$ cat src/rtl/mux10_rr_arbiter_pkg.sv
// -----------------------------------------------------------------------------
// mux10_pkg
//   Shared constants, types and the round-robin pick helper for the mux10
//   round-robin arbiter slice.
//   Contents:
//     DATA_W      word width of every requester and of the output stage
//     NUM_REQ     number of requesters (fixed at 10 to match mux10)
//     SEL_W       select width for the mux10 instance
//     PTR_RESET   priority pointer after reset (requester 0 wins first)
//     rr_pick_t   winner index plus a found flag
//     rr_pick()   combinational round-robin search
// -----------------------------------------------------------------------------
package mux10_pkg;

  localparam int DATA_W  = 16;
  localparam int NUM_REQ = 10;
  localparam int SEL_W   = 4;

  localparam logic [SEL_W-1:0] PTR_RESET = 4'd9;

  typedef struct packed {
    logic             found;
    logic [SEL_W-1:0] idx;
  } rr_pick_t;

  // Searches ptr+1, ptr+2, ... (mod NUM_REQ) for the first set request.
  // The loop runs from the farthest candidate down to the nearest, so the
  // last hit written is the nearest one after ptr, without needing a break.
  function automatic rr_pick_t rr_pick(input logic [NUM_REQ-1:0] req,
                                       input logic [SEL_W-1:0]   ptr);
    rr_pick_t         result;
    int               cand;
    logic [SEL_W-1:0] candIdx;
    result = '0;
    for (int k = NUM_REQ; k >= 1; k--) begin
      cand    = (int'(ptr) + k) % NUM_REQ;
      candIdx = SEL_W'(cand);
      if (req[candIdx]) begin
        result.found = 1'b1;
        result.idx   = candIdx;
      end
    end
    return result;
  endfunction

endpackage

$ cat src/rtl/mux10_rr_arbiter_if.sv
// -----------------------------------------------------------------------------
// mux10_rr_arbiter_if
//   Bundles the requester side and the valid/ready output side of the
//   arbiter into one interface.
//   Signals:
//     req        [NUM_REQ]  request lines, one per requester
//     d0..d9     [DATA_W]   requester data words
//     gnt        [NUM_REQ]  one-hot grant pulse (combinational)
//     s          [SEL_W]    registered select of the last captured requester
//     out_data   [DATA_W]   registered selected word
//     out_valid             out_data holds an unconsumed word
//     out_ready             downstream accepts out_data this cycle
//   Modports:
//     master  arbiter side (drives gnt, s, out_data, out_valid)
//     slave   requesters + downstream consumer side
// -----------------------------------------------------------------------------
interface mux10_rr_arbiter_if;
  import mux10_pkg::*;

  logic [NUM_REQ-1:0] req;
  logic [DATA_W-1:0]  d0, d1, d2, d3, d4, d5, d6, d7, d8, d9;
  logic [NUM_REQ-1:0] gnt;
  logic [SEL_W-1:0]   s;
  logic [DATA_W-1:0]  out_data;
  logic               out_valid;
  logic               out_ready;

  modport master (
    input  req, d0, d1, d2, d3, d4, d5, d6, d7, d8, d9, out_ready,
    output gnt, s, out_data, out_valid
  );

  modport slave (
    output req, d0, d1, d2, d3, d4, d5, d6, d7, d8, d9, out_ready,
    input  gnt, s, out_data, out_valid
  );

endinterface

$ cat src/rtl/mux10_rr_arbiter_mux10.sv
// -----------------------------------------------------------------------------
// mux10
//   Plain combinational 10-way word multiplexer used as the shared datapath.
//   Ports:
//     d0..d9  [DATA_W]  input words
//     s       [SEL_W]   select, 0..9; codes 10..15 produce zero
//     y       [DATA_W]  selected word
// -----------------------------------------------------------------------------
module mux10 #(
  parameter int DATA_W = 16,
  parameter int SEL_W  = 4
) (
  input  logic [DATA_W-1:0] d0,
  input  logic [DATA_W-1:0] d1,
  input  logic [DATA_W-1:0] d2,
  input  logic [DATA_W-1:0] d3,
  input  logic [DATA_W-1:0] d4,
  input  logic [DATA_W-1:0] d5,
  input  logic [DATA_W-1:0] d6,
  input  logic [DATA_W-1:0] d7,
  input  logic [DATA_W-1:0] d8,
  input  logic [DATA_W-1:0] d9,
  input  logic [SEL_W-1:0]  s,
  output logic [DATA_W-1:0] y
);

  // Unused select codes fall through to zero so the output is never a latch.
  always_comb begin
    y = '0;
    case (s)
      SEL_W'(0): y = d0;
      SEL_W'(1): y = d1;
      SEL_W'(2): y = d2;
      SEL_W'(3): y = d3;
      SEL_W'(4): y = d4;
      SEL_W'(5): y = d5;
      SEL_W'(6): y = d6;
      SEL_W'(7): y = d7;
      SEL_W'(8): y = d8;
      SEL_W'(9): y = d9;
      default:   y = '0;
    endcase
  end

endmodule

$ cat src/rtl/mux10_rr_arbiter.sv
// -----------------------------------------------------------------------------
// mux10_rr_arbiter
//   Round-robin arbiter and sequencer in front of the shared mux10 datapath.
//   Picks one requester per accepted transfer, steers mux10 to it, and
//   registers the chosen word into a valid/ready output stage.
//   Ports:
//     clk    rising-edge clock
//     rst_n  asynchronous active-low reset
//     bus    mux10_rr_arbiter_if.master (requests, data, grant, output stage)
// -----------------------------------------------------------------------------
module mux10_rr_arbiter
  import mux10_pkg::*;
(
  input  logic                clk,
  input  logic                rst_n,
  mux10_rr_arbiter_if.master  bus
);

  // The datapath is hard-wired to a 10-input mux; refuse other sizes.
  if (NUM_REQ != 10) begin : gNumReqCheck
    $error("mux10_rr_arbiter: NUM_REQ must be 10");
  end
  if ((1 << SEL_W) < NUM_REQ) begin : gSelWCheck
    $error("mux10_rr_arbiter: SEL_W too narrow for NUM_REQ");
  end

  logic [SEL_W-1:0]  ptr_q,       ptr_d;
  logic [SEL_W-1:0]  s_q,         s_d;
  logic [DATA_W-1:0] out_data_q,  out_data_d;
  logic              out_valid_q, out_valid_d;

  rr_pick_t          pick;
  logic              load;
  logic [DATA_W-1:0] muxOut;

  // Winner search and load decision. The output stage can take a new word
  // when it is empty or being drained this cycle. Gating with rst_n keeps
  // the grant quiet while reset is held.
  always_comb begin
    pick = rr_pick(bus.req, ptr_q);
    load = rst_n && (!out_valid_q || bus.out_ready) && pick.found;
  end

  assign bus.gnt = load ? (NUM_REQ'(1) << pick.idx) : '0;

  // mux10 follows the winner combinationally so its output is d_winner on
  // the load edge.
  mux10 #(
    .DATA_W (DATA_W),
    .SEL_W  (SEL_W)
  ) uMux10 (
    .d0 (bus.d0),
    .d1 (bus.d1),
    .d2 (bus.d2),
    .d3 (bus.d3),
    .d4 (bus.d4),
    .d5 (bus.d5),
    .d6 (bus.d6),
    .d7 (bus.d7),
    .d8 (bus.d8),
    .d9 (bus.d9),
    .s  (pick.idx),
    .y  (muxOut)
  );

  // Next-state for the output stage. A load replaces the held word even if
  // it is being accepted in the same cycle, so there is no bubble. Without
  // a load, an accepted word simply empties the stage; under backpressure
  // everything holds.
  always_comb begin
    ptr_d       = ptr_q;
    s_d         = s_q;
    out_data_d  = out_data_q;
    out_valid_d = out_valid_q;
    if (load) begin
      out_data_d  = muxOut;
      s_d         = pick.idx;
      ptr_d       = pick.idx;
      out_valid_d = 1'b1;
    end else if (out_valid_q && bus.out_ready) begin
      out_valid_d = 1'b0;
    end
  end

  // State registers; reset discards any in-flight word.
  always_ff @(posedge clk or negedge rst_n) begin
    if (!rst_n) begin
      ptr_q       <= PTR_RESET;
      s_q         <= '0;
      out_data_q  <= '0;
      out_valid_q <= 1'b0;
    end else begin
      ptr_q       <= ptr_d;
      s_q         <= s_d;
      out_data_q  <= out_data_d;
      out_valid_q <= out_valid_d;
    end
  end

  assign bus.s         = s_q;
  assign bus.out_data  = out_data_q;
  assign bus.out_valid = out_valid_q;

endmodule

$ cat src/flat_wrapper.sv
// flat-port wrapper written by rule: the top's interface ports become plain ports
module mux10_rr_arbiter_flat import mux10_pkg::*;
  (clk, rst_n, bus_req, bus_d0, bus_d1, bus_d2, bus_d3, bus_d4, bus_d5, bus_d6, bus_d7, bus_d8, bus_d9, bus_out_ready, bus_gnt, bus_s, bus_out_data, bus_out_valid);
  mux10_rr_arbiter_if bus_i ();
  input  logic clk;
  input  logic rst_n;
  input wire logic [$bits(bus_i.req)-1:0] bus_req;
  input wire logic [$bits(bus_i.d0)-1:0] bus_d0;
  input wire logic [$bits(bus_i.d1)-1:0] bus_d1;
  input wire logic [$bits(bus_i.d2)-1:0] bus_d2;
  input wire logic [$bits(bus_i.d3)-1:0] bus_d3;
  input wire logic [$bits(bus_i.d4)-1:0] bus_d4;
  input wire logic [$bits(bus_i.d5)-1:0] bus_d5;
  input wire logic [$bits(bus_i.d6)-1:0] bus_d6;
  input wire logic [$bits(bus_i.d7)-1:0] bus_d7;
  input wire logic [$bits(bus_i.d8)-1:0] bus_d8;
  input wire logic [$bits(bus_i.d9)-1:0] bus_d9;
  input wire logic [$bits(bus_i.out_ready)-1:0] bus_out_ready;
  output wire logic [$bits(bus_i.gnt)-1:0] bus_gnt;
  output wire logic [$bits(bus_i.s)-1:0] bus_s;
  output wire logic [$bits(bus_i.out_data)-1:0] bus_out_data;
  output wire logic [$bits(bus_i.out_valid)-1:0] bus_out_valid;
  assign bus_i.req = bus_req;
  assign bus_i.d0 = bus_d0;
  assign bus_i.d1 = bus_d1;
  assign bus_i.d2 = bus_d2;
  assign bus_i.d3 = bus_d3;
  assign bus_i.d4 = bus_d4;
  assign bus_i.d5 = bus_d5;
  assign bus_i.d6 = bus_d6;
  assign bus_i.d7 = bus_d7;
  assign bus_i.d8 = bus_d8;
  assign bus_i.d9 = bus_d9;
  assign bus_i.out_ready = bus_out_ready;
  assign bus_gnt = bus_i.gnt;
  assign bus_s = bus_i.s;
  assign bus_out_data = bus_i.out_data;
  assign bus_out_valid = bus_i.out_valid;
  mux10_rr_arbiter u_core (.clk(clk), .rst_n(rst_n), .bus(bus_i));
endmodule
$ cat config.mk
export PLATFORM = sky130hd
export DESIGN_NAME = mux10_rr_arbiter_flat
export DESIGN_NICKNAME = d
export VERILOG_FILES = /design/src/rtl/mux10_rr_arbiter_pkg.sv /design/src/rtl/mux10_rr_arbiter_if.sv /design/src/rtl/mux10_rr_arbiter_mux10.sv /design/src/rtl/mux10_rr_arbiter.sv /design/src/flat_wrapper.sv
export SDC_FILE = /design/constraint.sdc
export NUM_CORES = 1
export LEC_CHECK = 0
export CORE_ASPECT_RATIO = 1.75
export CORE_MARGIN = 4
export CORE_UTILIZATION = 53
export CTS_CLUSTER_DIAMETER = 80
export DETAILED_ROUTE_END_ITERATION = 8
export PLACE_DENSITY = 0.86
export SETUP_SLACK_MARGIN = 0.02
export SLEW_MARGIN = 20
export SYNTH_ARGS = -nofsm -noshare
export SYNTH_HDL_FRONTEND = slang
export SYNTH_SLANG_ARGS = --single-unit
$ cat constraint.sdc
create_clock -name clk -period 11.86 [get_ports clk]
set_clock_uncertainty 0.05 [all_clocks]
set_input_delay 2.372 -clock clk [delete_from_list [all_inputs] [get_ports clk]]
set_output_delay 2.372 -clock clk [all_outputs]
set_load 0.01 [all_outputs]
==> run_results.csv <==
group,metric,value,unit
place,routabilityCongestion,1.02,
floorplan,die_w,93.1,µm
status,status,"completed",
yosys,synth_area_leaders,"dfrtp_1, ha_1, nand2_1",
yosys,ys_seq_elements,23,
timing,fin_tns_setup,0,ns
timing,relSlewSlack,35.2,%
yosys,netlist_area,0.00671,mm²
yosys,syn_inst,911,
drt,vias,8553,
clock_tree,numCtsBuffers,3,
place,dp_hpwl,23500,µm
floorplan,fp.dieH,157,µm
setup_path,arrival,7.20,ns
yosys,yosys_warnings,0,
cells_and_area,syn2layout_area_growth,31.5,%
clock_tree,postCtsHoldBufs,0,
floorplan,io_pins,204,
yosys,postSynthAreaPerCell,7.37,µm²
floorplan,core.rowCount,54,
drt,firstDrtPassIters,8,
cells_and_area,seq_area,578,µm²
clock_tree,clk_path_buf_depth,2,
setup_path,path_max_fanout,26,
run,maxCapViolCount,0,
clock_tree,ctsResizeCount,0,
cells_and_area,nNetsFinal,1280,
global_routing,grt_util_all_layers,39.0,%
global_routing,overflow,0,
clock_tree,clk_latency,0.27,ns
global_routing,grt_max_degree,41,
timing,fmax,104,MHz
setup_path,crit_required,9.44,ns
cells_and_area,drive_gt1_share,8.41,%
drt,avgViaCountPerCell,6.90,
yosys,synth_enable_flop_cells,0,
drt,drt_iter0_drc,615,
drt,drc,0,
timing,rsz0062_at_grt,"false",
setup_path,start_kind,"flop",
floorplan,core,0.0124,mm²
cells_and_area,layout_common_cells,"clkdlybuf4s50_1, nand2_1, nor2_1",
drt,ant_nets,0,
yosys,synth_top_area_share,7.83,%
timing,period_needed,9.63,ns
cells_and_area,fill_cells,1098,
cells_and_area,multi_input_area,0.00572,mm²
clock_tree,clk_pin_slew_worst_paths,0.07,ns
global_routing,grt_pass1_wl,44500,µm
yosys,synth_flop_cell,"dfrtp_1",
setup_path,worstSetupEndpointType,"primary output",
yosys,synth_largest_area_cell,"dfrtp_1",
floorplan,dieArea,0.0146,mm²
clock_tree,cts_sinks,23,
yosys,synth_cell_types,99,
clock_tree,cts_tree,"built",
yosys,syn-num-nets,1120,
clock_tree,cts_root_buf,"clkbuf_16",
timing,worst_pin_slew,0.972,ns
yosys,async_flop_share,100,%
timing,setup_viol,0,
timing,hold_viol,0,
drt,wl_per_cell,23.7,µm
setup_path,r2r_setup_slack,4.33,ns
cells_and_area,final_common_cell,"clkdlybuf4s50_1",
global_routing,grt_antenna_before_repair,1,
worst_hold_path,hold_path.class,"reg -> reg",
place,portBuffers,203,
drt,drt_wl_total,29400,µm
clock_tree,htreeDepth,1,
clock_tree,post-cts-setup-buffers,0,
yosys,synth_seq_area_share,8.61,%
global_routing,grt_pass1_vias,8340,
timing,final_max_slew_viol_count,0,
timing,fin_crit_sh,81.2,%
floorplan,start_util,54.0,%
setup_path,worst-setup-path-type,"reg -> out",
-- per-stage QoR --
step / hold slack [ns] / setup slack [ns] / instances / utilization [%] / area (µm²)
floorplan: 0.468 / 4.12 / 911 / - / 6710
global placement: 0.413 / 2.53 / 1234 / 70.3 / 8740
detailed placement: 0.424 / 2.36 / 1234 / 70.3 / 8740
CTS: 0.439 / 2.34 / 1238 / 71.0 / 8820
global route: 0.459 / 1.73 / 1239 / 71.0 / 8830
finish: 0.448 / 2.23 / 1239 / 71.0 / 8830
-- cells by family after synthesis --
group | count (synthesis) | synth area share [%]
compound gates | 340 | 37.0
xor+xnor | 25 | 3.49
fa+ha+maj | 41 | 7.46
buf+inv | 89 | 6.40
flops | 23 | 8.61
mux | 63 | 12.3
simple gates | 330 | 24.7
-- worst paths after layout --
path | from | endpoint | depth (start not counted)
setup / recovery | u_core.bus.s[2] | bus_gnt[1] | 19
hold / removal | u_core.bus.s[3] | u_core.bus.s[3] | 1
setup reg to reg | u_core.bus.s[2] | u_core.bus.out_data[12] | 21
hold reg to reg | u_core.bus.s[3] | u_core.bus.s[3] | 1
max in group asynchronous | rst_n | u_core.ptr_q[3] | 2
min in group asynchronous | rst_n | u_core.bus.out_data[4] | 2
-- cell usage after synthesis (6+ instances only) --
cell type and number:
nand2_1 93, nor2_1 79, a21oi_1 61, ha_1 36, o21ai_0 36, o22ai_1 34, mux2i_1 32, clkbuf_1 25
inv_1 24, dfrtp_1 21, nand3_1 21, a22oi_1 20, buf_2 19, and2_1 18, xnor2_1 18, mux2_2 17
a31oi_1 16, nor2b_1 15, nor3_1 15, mux4_2 14, a211oi_1 13, nand2b_1 13, o211ai_1 13, a221oi_1 10
and3_1 9, buf_4 9, nand4_1 9, nor4_1 9, o21a_1 9, o21ai_1 9, a211o_1 8, o41ai_1 8
a21o_1 7, nand4b_1 6, o21bai_1 6, o221ai_1 6, o32ai_1 6, or2_2 6, or3_1 6
-- area by class of cell --
cell class / count / area share (%)
Tap cell: 168 / 2.38
Inverter: 29 / 1.23
Multi-Input combinational cell: 799 / 64.8
Clock inverter: 1 / 0.0851
Clock buffer: 3 / 0.851
Timing Repair Buffer: 215 / 24.0
Antenna cell: 1 / 0.0284
Sequential cell: 23 / 6.55
-- flip-flops by register name, summed over array words and instances, names as in the netlist --
signal                cells
u_core.bus.out_valid      1
u_core.bus.out_data      16
u_core.bus.s              4
u_core.ptr_q              2
-- worst max-delay path, cell delays in order (launching register included) --
cell             delay, ns
dfrtp_1               0.78
inv_1                 0.10
buf_4                 0.25
ha_1                  0.89
inv_1                 0.51
nand2_1               0.17
ha_1                  0.25
nand3b_1              0.20
a211oi_1              0.52
a221oi_2              0.16
and4_1                0.26
a311oi_4              0.28
a22oi_1               0.21
a211oi_4              0.24
buf_4                 0.31
a2bb2oi_2             0.17
and2_1                0.69
nand2_1               0.18
nor2_1                0.15
clkdlybuf4s50_1       0.56
-- per-layer routing --
metal | wire, µm | vias up | track usage (%)
li1 | - | 3872 | -
met1 | 9800 | 3989 | 40.1
met2 | 14800 | 547 | 69.9
met3 | 2360 | 145 | 7.22
met4 | 2440 | 0 | 27.7
met5 | 0 | - | 0
Power is not shown: default switching activity piles up to over one toggle a cycle in this logic, so the estimate is an artifact.
==> patch 1, RTL diff (same settings) <==
`DATA_W` is set to 16 in 2 places; all go to 18.
--- a/src/rtl/mux10_rr_arbiter_pkg.sv
+++ b/src/rtl/mux10_rr_arbiter_pkg.sv
@@ -12,7 +12,7 @@
 // -----------------------------------------------------------------------------
 package mux10_pkg;
 
-  localparam int DATA_W  = 16;
+  localparam int DATA_W  = 18;
   localparam int NUM_REQ = 10;
   localparam int SEL_W   = 4;
 
--- a/src/rtl/mux10_rr_arbiter_mux10.sv
+++ b/src/rtl/mux10_rr_arbiter_mux10.sv
@@ -7,7 +7,7 @@
 //     y       [DATA_W]  selected word
 // -----------------------------------------------------------------------------
 module mux10 #(
-  parameter int DATA_W = 16,
+  parameter int DATA_W = 18,
   parameter int SEL_W  = 4
 ) (
   input  logic [DATA_W-1:0] d0,
Interface: changed (11 resized); port bits go from 204 to 226. The function was not compared with the original's and may differ.
==> patch 1 against the original RTL <==
Setup slack lost 0.88 ns; sequential cell count grew 2; utilization rose by 1.4 points; synthesized cell count rose by 3.5%; area after synthesis rose by 3.3%; cell area grew 5.6%; non-clock buffer count is 27 higher; routed wire length rose by 11%; critical path type unchanged; highest routed layer unchanged.
Power is left out: the tool's default activity adds up to more than one toggle a clock period on the data nets, which glitch-free logic cannot reach.
==> patch 1: results (changes against the original RTL) <==
Net count, final 1,356 (+5.9%); Worst-path clk slew 0.07 ns (about the same); Post-Route Hold Slack 0.506 ns (+0.0580 ns); number of antenna violations at the first check in global routing 2 (+1); Skew-Pair Late Insertion Delay 0.27 ns (about the same); count of cells along the worst hold path 2 (+1); H-tree depth 1 (unchanged); detailed placer's ending HPWL 25,700 um (+9.2%); number of vias per cell 6.95 (+0.63%); Synth warnings 0 (unchanged); top fanout value on the critical path 38 (+46%); fraction of final layout cells with drive strength greater than 1 0.0861 (+0.00203); register-to-register path setup slack 3.94 ns (-0.39 ns); top post-synthesis cells by count nand2_1, nor2_1, a21oi_1; deepest clock path buffer count 2 (unchanged); arrival time of data at the critical path endpoint 8.09 ns (+0.89 ns); number of flip-flops in the largest register 18 (+2); synth unique cells 103 (+4.0%); Post-CTS Setup Inserts 0 (unchanged); Seq/Total Area, Yosys 0.0906 (+0.00448); router iterations before antenna repair 5 (-3); filler cell count 1,088 (-0.91%); CTS-repair resized insts 0 (unchanged); worst-case hold path end point u_core.bus.out_data[12]; wire length of the first global-routing pass 48,700 um (+9.6%); number of buffers inserted during clock tree synthesis 3 (unchanged); IO Port Bufs 225 (+11%); launching point of the worst reg2reg path u_core.bus.s[1]; r2r worst-path depth 18 (-14%); fraction of synthesis flops using an asynchronous set or reset pin 1.00 (unchanged); area taken by flip-flops and latches 628 um^2 (+8.7%); endpoint of the worst register-to-register path u_core.bus.out_data[14]; instance area at placement 0.00924 mm^2 (+5.7%); Iteration-0 DRC Markers 880 (+43%); flip-flop cell with the highest count after synthesis dfrtp_1; all-layer global routing usage 0.423 (+0.0327); beginning of the worst hold path u_core.bus.out_data[12]; clock root buffer clkbuf_16; post-synth net total 1,172 (+4.6%); GPL Wtd Cong 1.12 (+9.9%); per-cell routed wire length 25.1 um (+5.8%); largest net degree at the start of global routing 39 (-4.9%); vias in the first global route 8,814 (+5.7%); worst slew margin relative to its limit 0.262 (-0.0900); worst hold path class reg2reg; Synth area leaders dfrtp_1, ha_1, mux2i_1; run status completed
## patch 1: changes by cell type in the layout (fill, tap and decap cells not counted), sizes merged, moves of 8 or more
cell / change
nor3: +19
clkdlybuf4s50: +22
a22oi: -12
mux2i: +13
mux4: -10
a21oi: -10
o2bb2ai: +12
o22ai: -23
a2111oi: +8
o211ai: +10
and2: -10
and3: +10
## patch 1: routing by layer
metal / global-route usage / vias up / part of all wire
met5: 0 / - / 0
met2: 0.715 / 604 / 0.48
met3: 0.107 / 194 / 0.092
met1: 0.413 / 4192 / 0.32
li1: - / 4034 / -
met4: 0.370 / 0 / 0.11
## patch 1: area by class of cell
type,count,area share
antenna,2,0.000537
tap,171,0.0230
sequential,25,0.0674
inverter,35,0.0141
multi-input combinational,820,0.631
timing repair buffer,242,0.255
clock buffer,4,0.00846
## patch 1: cells by family after synthesis
kind of cell,after synthesis,share of synthesized area
mux,71,0.114
compound gates,325,0.352
simple gates,356,0.272
fa+ha+maj,39,0.0695
flops,25,0.0906
xor+xnor,29,0.0377
buf+inv,98,0.0652
## patch 1: worst max-delay path, cell delays in order (launching register included)
cell and delay, ns:
dfrtp_1 0.38, buf_4 0.39, ha_1 0.52, xor2_1 0.90, nand2_1 0.12, ha_1 0.31, inv_1 0.07, a21o_1 0.29
o2111a_1 0.53, nor3_1 0.11, o211ai_1 0.52, o21ai_0 0.38, nor3_2 0.45, a21oi_2 0.21, o21ai_1 0.73, nand2_1 0.73
nor3_1 0.53, clkdlybuf4s50_1 0.61
## patch 1: worst max-delay path by stage
| stage | start | end | slack [ns] | cells past startpoint |
|---|---|---|---|---|
| after floorplan | u_core.ptr_q[0] | bus_gnt[7] | 3.51 | 25 |
| after global placement | bus_req[6] | bus_gnt[6] | 2.06 | 13 |
| after detailed placement | bus_req[6] | bus_gnt[6] | 1.88 | 13 |
| after CTS | bus_req[6] | bus_gnt[6] | 1.83 | 13 |
| after global routing | u_core.bus.s[1] | bus_gnt[6] | 0.96 | 17 |
| final | u_core.bus.s[1] | bus_gnt[6] | 1.35 | 17 |
## patch 1: through the flow
stage	instances	worst slack, ns
finish	1299	1.35
global placement	1293	2.06
floorplan	943	3.51
CTS	1297	1.83
global route	1299	0.962
detailed placement	1293	1.88
==> patch 2, RTL diff (config.mk and constraints unchanged) <==
Without the edit above. `s_q` no longer has a reset.
--- a/src/rtl/mux10_rr_arbiter.sv
+++ b/src/rtl/mux10_rr_arbiter.sv
@@ -86,15 +86,17 @@
   always_ff @(posedge clk or negedge rst_n) begin
     if (!rst_n) begin
       ptr_q       <= PTR_RESET;
-      s_q         <= '0;
       out_data_q  <= '0;
       out_valid_q <= 1'b0;
     end else begin
       ptr_q       <= ptr_d;
-      s_q         <= s_d;
       out_data_q  <= out_data_d;
       out_valid_q <= out_valid_d;
     end
+  end
+
+  always_ff @(posedge clk) begin
+    s_q <= s_d;
   end
 
   assign bus.s         = s_q;
Function: differs if rst_n is asserted again (counterexample within 4 cycles, from zero or initial values and one cycle with rst_n low); with rst_n held inactive, the same outputs for 4 cycles.
==> patch 2 against the original RTL <==
Area after synthesis rose by 4.9%; cell area is 3.7% higher; utilization shrank 0.63 points; via count shrank 2.5%; routed wire length is 2.9% lower; sequential cell count rose by 2; setup slack improved by 0.010 ns; final cell count rose by 1.1%.
Power is left out: the tool's default activity adds up to more than one toggle a clock period on the data nets, which glitch-free logic cannot reach.
==> patch 2: results (changes against the original RTL) <==
r2r worst-path depth 18 (-14%); detailed placer's ending HPWL 22,900 um (-2.7%); number of antenna violations at the first check in global routing 0 (-1); synth unique cells 108 (+9.1%); fraction of synthesis flops using an asynchronous set or reset pin 0.840 (-0.160); top post-synthesis cells by count nand2_1, nor2_1, a21oi_1; router iterations before antenna repair 5 (-3); filler cell count 1,102 (+0.36%); worst slew margin relative to its limit 0.352 (-0.000655); register-to-register path setup slack 4.92 ns (+0.59 ns); beginning of the worst hold path u_core.bus.out_data[4]; all-layer global routing usage 0.366 (-0.0238); Synth area leaders mux2i_1, dfrtp_1, ha_1; post-synth net total 1,131 (+0.98%); wire length of the first global-routing pass 44,000 um (-1.1%); endpoint of the worst register-to-register path u_core.bus.out_data[9]; largest net degree at the start of global routing 68 (+66%); GPL Wtd Cong 1.10 (+8.0%); vias in the first global route 8,378 (+0.46%); number of vias per cell 6.66 (-3.6%); DP Worst Slack 2.36 ns (-0.000780 ns); core outline area 0.0130 mm^2 (+4.6%); worst setup margin 2.24 ns (+0.0104 ns); per-cell routed wire length 22.8 um (-4.0%); Iteration-0 DRC Markers 607 (-1.3%); Net count, final 1,293 (+1.0%); run status completed
patch 2: routing by layer:
metal | GRT usage | part of all wire | vias up
met4 | 0.279 | 0.088 | 0
met3 | 0.0642 | 0.074 | 146
li1 | - | - | 3873
met1 | 0.363 | 0.33 | 3831
met5 | 0 | 0 | -
met2 | 0.652 | 0.51 | 492
patch 2: worst max-delay path by stage:
stage                    startpoint          to  cells past startpoint
floorplan           u_core.ptr_q[1]  bus_gnt[0]                     24
global placement         bus_req[7]  bus_gnt[1]                     13
detailed placement       bus_req[7]  bus_gnt[1]                     13
CTS                      bus_req[7]  bus_gnt[1]                     13
global route        u_core.ptr_q[3]  bus_gnt[1]                     19
finish              u_core.ptr_q[3]  bus_gnt[1]                     19
patch 2: cell families after synthesis:
family / synth area share
compound gates: 0.347
simple gates: 0.220
buf+inv: 0.0702
mux: 0.165
fa+ha+maj: 0.0761
flops: 0.0921
xor+xnor: 0.0297
patch 2: cell type report:
type / count / area [um^2] / area share
Clock buffer: 3 / 75.1 / 0.00820
Clock inverter: 1 / 6.26 / 0.000684
Inverter: 41 / 154 / 0.0168
Multi-Input combinational cell: 796 / 5920 / 0.647
Sequential cell: 25 / 648 / 0.0708
Tap cell: 171 / 214 / 0.0234
Timing Repair Buffer: 216 / 2130 / 0.233
patch 2: critical path, stage by stage (launching register included):
cell             delay [ns]
dfstp_2                1.00
ha_1                   0.70
buf_4                  0.41
a21oi_2                0.12
clkinv_1               0.18
nor2_1                 0.08
a31oi_1                0.35
ha_1                   0.33
inv_1                  0.11
mux4_2                 0.51
a21oi_1                0.16
a211oi_2               0.08
a31oi_1                0.34
nand3_1                0.19
o31ai_1                0.37
o31a_4                 0.78
nor2b_2                0.39
inv_1                  0.11
nor2_1                 0.11
clkdlybuf4s50_1        0.54
patch 2: through the flow:
step / hold slack, ns / util / instances
3_3_place_gp: 0.430 / 0.697 / 1249
3_5_place_dp: 0.437 / 0.697 / 1249
4_1_cts: 0.453 / 0.704 / 1253
5_1_grt: 0.466 / 0.704 / 1253
6_report: 0.453 / 0.704 / 1253
2_1_floorplan: 0.490 / - / 921
